===== config.mk =====
export PLATFORM = sky130hd
export DESIGN_NAME = sumador_serial_32b
export DESIGN_NICKNAME = d
export VERILOG_FILES = /design/src/rtl/sumador_serial_32b_pkg.sv /design/src/rtl/sumador_byte.sv /design/src/rtl/sumador_serial_32b.sv
export SDC_FILE = /design/constraint.sdc
export NUM_CORES = 1
export LEC_CHECK = 0
export CORE_ASPECT_RATIO = 1.1
export CORE_UTILIZATION = 50
export DETAILED_ROUTE_END_ITERATION = 12
export PLACE_DENSITY = 0.81
export SYNTH_ARGS = -nofsm -noshare
export SYNTH_HDL_FRONTEND = slang
export SYNTH_SLANG_ARGS = --single-unit

===== constraint.sdc =====
create_clock -name i_clk -period 5.17 [get_ports i_clk]
set_input_delay 0.517 -clock i_clk [delete_from_list [all_inputs] [get_ports i_clk]]
set_output_delay 0.517 -clock i_clk [all_outputs]
set_load 0.02 [all_outputs]

===== src/rtl/sumador_serial_32b_pkg.sv =====
// Shared types for the byte-serial adder.
// FSM state encoding and default operand width.
package sumador_serial_32b_pkg;

  localparam int NBYTES_DEF = 4;

  typedef enum logic [1:0] {
    IDLE = 2'd0,
    ADD  = 2'd1,
    DONE = 2'd2
  } state_t;

endpackage


===== src/rtl/sumador_byte.sv =====
// 8-bit ripple-carry adder slice.
// Exposes the carry into bit 7 for signed overflow.
module sumador_byte (
  input  logic [7:0] i_a,
  input  logic [7:0] i_b,
  input  logic       i_c,
  output logic [7:0] o_s,
  output logic       o_c,
  output logic       o_c7
);

  logic cy;

  // Ripple the carry through eight full adders.
  always_comb begin
    cy   = i_c;
    o_s  = '0;
    o_c7 = 1'b0;
    for (int k = 0; k < 8; k++) begin
      if (k == 7) o_c7 = cy;
      o_s[k] = i_a[k] ^ i_b[k] ^ cy;
      cy     = (i_a[k] & i_b[k]) |
               (cy & (i_a[k] ^ i_b[k]));
    end
    o_c = cy;
  end

endmodule


===== src/rtl/sumador_serial_32b.sv =====
// Byte-serial adder, LSB byte first.
// One 8-bit slice reused over NBYTES cycles.
module sumador_serial_32b
  import sumador_serial_32b_pkg::*;
#(
  parameter int NBYTES = NBYTES_DEF
) (
  input  logic                  i_clk,
  input  logic                  i_rst_n,
  input  logic                  i_start,
  input  logic                  i_abort,
  input  logic [8*NBYTES-1:0]   i_a,
  input  logic [8*NBYTES-1:0]   i_b,
  input  logic                  i_carry,
  output logic                  o_busy,
  output logic                  o_done,
  output logic [8*NBYTES-1:0]   o_suma,
  output logic                  o_carry,
  output logic                  o_overflow
);

  localparam int W  = 8 * NBYTES;
  localparam int IW = (NBYTES > 1) ? $clog2(NBYTES) : 1;
  localparam logic [IW-1:0] LAST = IW'(NBYTES - 1);

  state_t         state_q, state_d;
  logic [IW-1:0]  idx_q, idx_d;
  logic [W-1:0]   a_q, a_d;
  logic [W-1:0]   b_q, b_d;
  logic [W-1:0]   work_q, work_d;
  logic [W-1:0]   suma_q, suma_d;
  logic           cy_q, cy_d;
  logic           co_q, co_d;
  logic           ov_q, ov_d;

  logic [7:0]     byte_a, byte_b, byte_s;
  logic           byte_c, byte_c7;

  assign byte_a = a_q[{idx_q, 3'b000} +: 8];
  assign byte_b = b_q[{idx_q, 3'b000} +: 8];

  sumador_byte u_byte (
    .i_a  (byte_a),
    .i_b  (byte_b),
    .i_c  (cy_q),
    .o_s  (byte_s),
    .o_c  (byte_c),
    .o_c7 (byte_c7)
  );

  // State, operand, working and result registers.
  always_ff @(posedge i_clk or negedge i_rst_n) begin
    if (!i_rst_n) begin
      state_q <= IDLE;
      idx_q   <= '0;
      a_q     <= '0;
      b_q     <= '0;
      work_q  <= '0;
      suma_q  <= '0;
      cy_q    <= 1'b0;
      co_q    <= 1'b0;
      ov_q    <= 1'b0;
    end else begin
      state_q <= state_d;
      idx_q   <= idx_d;
      a_q     <= a_d;
      b_q     <= b_d;
      work_q  <= work_d;
      suma_q  <= suma_d;
      cy_q    <= cy_d;
      co_q    <= co_d;
      ov_q    <= ov_d;
    end
  end

  // Next-state: accept, step one byte, publish on the last byte.
  always_comb begin
    state_d = state_q;
    idx_d   = idx_q;
    a_d     = a_q;
    b_d     = b_q;
    work_d  = work_q;
    suma_d  = suma_q;
    cy_d    = cy_q;
    co_d    = co_q;
    ov_d    = ov_q;
    unique case (state_q)
      IDLE, DONE: begin
        state_d = IDLE;
        if (i_start && !i_abort) begin
          state_d = ADD;
          a_d     = i_a;
          b_d     = i_b;
          cy_d    = i_carry;
          idx_d   = '0;
          work_d  = '0;
        end
      end
      ADD: begin
        if (i_abort) begin
          state_d = IDLE;
          idx_d   = '0;
        end else begin
          work_d[{idx_q, 3'b000} +: 8] = byte_s;
          cy_d  = byte_c;
          idx_d = idx_q + 1'b1;
          if (idx_q == LAST) begin
            state_d = DONE;
            idx_d   = '0;
            suma_d  = work_d;
            co_d    = byte_c;
            ov_d    = byte_c ^ byte_c7;
          end
        end
      end
      default: begin
        state_d = IDLE;
        idx_d   = '0;
      end
    endcase
  end

  assign o_busy     = (state_q == ADD);
  assign o_done     = (state_q == DONE);
  assign o_suma     = suma_q;
  assign o_carry    = co_q;
  assign o_overflow = ov_q;

endmodule


==> flow_metrics.env, run 1 <==
export IMPL_drc=0
export IMPL_syn_area_per_cell_sq_um=13.4
export IMPL_crit_top_cell="fa_1"
export IMPL_wl_microns=13300
export IMPL_htreeDepth=4
export IMPL_io_pins=105
export IMPL_grt_use_met3_pct=6.67
export IMPL_path_clk_slew_ns=0.06
export IMPL_swShare_pct=33.2
export IMPL_yosysSeqAreaShare_pct=54.6
export IMPL_final_nets=646
export IMPL_power_internal_mw=2.67
export IMPL_p_per_area_nw_per_um2=510
export IMPL_post_cts_buffers=0
export IMPL_synth_compound_area_share_pct=10.6
export IMPL_grt_pass1_wl_microns=22100
export IMPL_syn_nets=546
export IMPL_clock_path_buffers=2
export IMPL_reg2regPathDepth=15
export IMPL_overflow=0
export IMPL_cp_depth=15
export IMPL_synth_seq_cells=135
export IMPL_ir_drop_mv=0.268
export IMPL_drv_slew=0
export IMPL_endpoint_kind="register"
export IMPL_grt_pass1_vias=4345
export IMPL_finClkSkew_ns=0.00795
export IMPL_min_period_over_period_pct=91.9
export IMPL_syn_inst=463
export IMPL_cts_root_buf="clkbuf_16"
export IMPL_row_count=42
export IMPL_fmax_mhz=211
export IMPL_drt_iter0_drc=232
export IMPL_yosys_area_share_xor_xnor_pct=0.142
export IMPL_fin_hold_ws_ns=0.0694
export IMPL_gr_max_usage_layer="met2"
export IMPL_via_per_inst=5.63
export IMPL_yosysTopAreaCellShare_pct=54.6
export IMPL_synthAdderAreaFrac_pct=3.80
export IMPL_critPathLaunchType="register"
export IMPL_postRouteAntennaNets=0
export IMPL_track_usage_pct=22.8
export IMPL_port_buffer_count=104
export IMPL_cts_sinks=135
export IMPL_cp_slowest_cell="dfrtp_1"
export IMPL_cp_cell_sequence="buf_4 > mux4_2 > inv_1 > fa_1 > fa_1 > fa_1 > fa_1 > inv_1 > fa_1 > inv_1 > fa_1 > inv_1 > fa_1 > a21oi_1 > a21oi_1"
export IMPL_yosys_area_share_simple_pct=8.73
export IMPL_cts_resized=0
export IMPL_p_seq_share_pct=35.8
export IMPL_routedWlPerCell_microns=18.3
export IMPL_crit_type="register to register"
export IMPL_ys_top_cells_by_area="dfrtp_1 (55%), mux2_2 (12%), mux4_2 (5.8%)"
export IMPL_path_buf_inv=5
export IMPL_placed_area_sq_um=7300
export IMPL_p_leak_nw=3.27
export IMPL_cts_buffers=17
export IMPL_fillers=899
export IMPL_die_h_microns=119
export IMPL_netlist_area_sq_um=6190
export IMPL_die_area_sq_um=12800
export IMPL_p_comb_share_pct=36.1
export IMPL_setup_viol=0
export IMPL_drive_gt1_share_pct=22.9
export IMPL_crit_required_ns=5.44
export IMPL_slew_limit_headroom_pct=35.6
export IMPL_crit_family="adder cells"
export IMPL_use_met1_pct=29.1
export IMPL_muxShareOfSynthArea_pct=17.8
export IMPL_clock_latency_ns=0.41
export IMPL_diodes=0
export IMPL_grt_max_degree=79
export IMPL_die_w_microns=108
export IMPL_vias=4112
export IMPL_ctsHoldBuffers=0
export IMPL_hold_viol_final=0
export IMPL_start_util_pct=51.4
export IMPL_critPathArrivalTime_ns=5.02
export IMPL_path_max_fanout=17
export IMPL_drv_cap=0
export IMPL_power_switching_mw=1.33
export IMPL_p_clk_share_pct=28.0
export IMPL_rsz0062_at_grt="false"
export IMPL_fin_area_sq_um=7850
export IMPL_coreArea_sq_um=12000
export IMPL_worstMarginPinSlew_ns=0.967
export IMPL_min_path_type="input port to async pin"
export IMPL_first_pass_iters=4
export IMPL_min_period_ns=4.75
export IMPL_seq_area_sq_um=3380
export IMPL_antenna_found_initial=0
export IMPL_outcome="complete, no violations"
export IMPL_routabilityCongestion=0.762
export IMPL_use_met2_pct=36.4
export IMPL_synth_top_area_cell="dfrtp_1"
export IMPL_dp_hpwl_microns=9190
export IMPL_synth_top_family_by_area="multiplexers"
export IMPL_cts_tree="yes"
export IMPL_finalSetupTns_ns=0
export IMPL_ys_warn_count=0
export IMPL_slowest_delay_ns=0.59
export IMPL_multi_input_area_sq_um=2550
export IMPL_synth_distinct_cells=36
export IMPL_synthToLayoutAreaGrowth_pct=26.9
stage by stage:
stage / setup WS, ns / utilization (%) / power [mW] / std cells
final: 0.420 / 65.3 / 4.00 / 730
after global routing: 0.103 / 65.3 / 4.19 / 730
after CTS: 0.415 / 65.3 / 4.03 / 730
after detailed placement: 0.445 / 60.7 / 2.90 / 698
after global placement: 0.596 / 60.7 / 2.84 / 698
after floorplan: 0.616 / - / 2.32 / 463
power groups by stage:
stage	clock [mW]	combinational, mW	sequential (mW)
2_1_floorplan	0	0.796	1.52
3_3_place_gp	0	1.41	1.44
3_5_place_dp	0	1.45	1.45
4_1_cts	1.14	1.45	1.44
5_1_grt	1.18	1.55	1.46
6_report	1.12	1.45	1.43
cells by family (layout without fill, tap and decap cells):
family                   after synthesis  after routing
AO/OA/AOI/OAI                         87             87
adder cells (fa/ha/maj)               14             14
flip-flops                           135            135
buffers and inverters                 54            167
multiplexers                          82             82
AND/OR/NAND/NOR                       90             90
XOR/XNOR                               1              1
final cells by class:
class / count / area share [%]
well taps: 154 / 2.45
repair buffers: 110 / 13.8
multi-input cells: 274 / 32.4
inverters: 25 / 1.20
clock inverters: 9 / 0.956
flip-flops and latches: 135 / 43.0
clock buffers: 23 / 6.09
per-layer routing:
layer | share of wire [%] | routed length, microns | vias to the layer above
met4 | 1.4 | 189 | 0
met2 | 50 | 6700 | 142
met5 | 0 | 0 | -
met1 | 42 | 5640 | 2081
li1 | - | - | 1868
met3 | 6.2 | 822 | 21
worst paths after layout:
kind                                start    endpoint  slack [ns]
max in group asynchronous         i_rst_n      b_q[4]        3.74
worst min-delay path              i_rst_n   o_suma[6]        0.07
worst max-delay path             idx_q[0]  o_suma[31]        0.42
worst max register to register   idx_q[0]  o_suma[31]        0.42
min in group i_clk              work_q[7]   work_q[7]        0.49
worst min register to register  work_q[7]   work_q[7]        0.49
flip-flops by register name (all words and copies together) (netlist names):
name / count
b_q: 32
o_suma: 32
work_q: 32
idx_q: 2
o_overflow: 1
state_q: 2
o_carry: 1
cy_q: 1
a_q: 32
cells in the final DEF (no fill, tap or decap), drive strengths merged, types with 3 or more instances in the layout:
cell type,n
dfrtp,135
clkdlybuf4s50,103
mux2,66
nand2b,36
nor2,29
inv,25
o2bb2ai,24
clkbuf,23
a21oi,21
a31oi,18
mux4,16
nor2b,10
fa,8
buf,7
a32o,6
o221ai,6
o21a,6
ha,6
clkinv,6
and4bb,4
nand2,4
a22o,3
worst reg2reg max path: stages (launching register included):
cell     delay [ns]
dfrtp_1        0.59
buf_4          0.40
mux4_2         0.29
inv_1          0.05
fa_1           0.43
fa_1           0.40
fa_1           0.40
fa_1           0.37
inv_1          0.09
fa_1           0.17
inv_1          0.05
fa_1           0.39
inv_1          0.08
fa_1           0.54
a21oi_1        0.24
a21oi_1        0.09
synthesized netlist by cell type (all sizes together):
| cell | n |
|---|---|
| o21bai | 1 |
| nor3b | 2 |
| nor3 | 2 |
| xnor2 | 1 |
| a211oi | 1 |
| and4b | 1 |
| or3b | 1 |
| a22o | 3 |
| nand4b | 1 |
| o21a | 6 |
| nand2b | 36 |
| a32o | 6 |
| ha | 6 |
| nor2b | 10 |
| mux2 | 66 |
| clkbuf | 2 |
| o221ai | 6 |
| nor2 | 29 |
| a21oi | 21 |
| and4bb | 4 |
| o2bb2ai | 24 |
| fa | 8 |
| buf | 27 |
| a31oi | 18 |
| nand2 | 4 |
| inv | 25 |
| dfrtp | 135 |
| a21o | 1 |
| mux4 | 16 |
Power figures use the tool's default switching activity.
==> inputs of run 2 (changes only) <==
--- a/config.mk
+++ b/config.mk
@@ -9,6 +9,7 @@
 export CORE_UTILIZATION = 50
 export DETAILED_ROUTE_END_ITERATION = 12
 export PLACE_DENSITY = 0.81
+export SKIP_CTS_REPAIR_TIMING = 1
 export SYNTH_ARGS = -nofsm -noshare
 export SYNTH_HDL_FRONTEND = slang
 export SYNTH_SLANG_ARGS = --single-unit
==> results of run 2 <==
Final layout, timing and power as in run 1 (identical DEF).
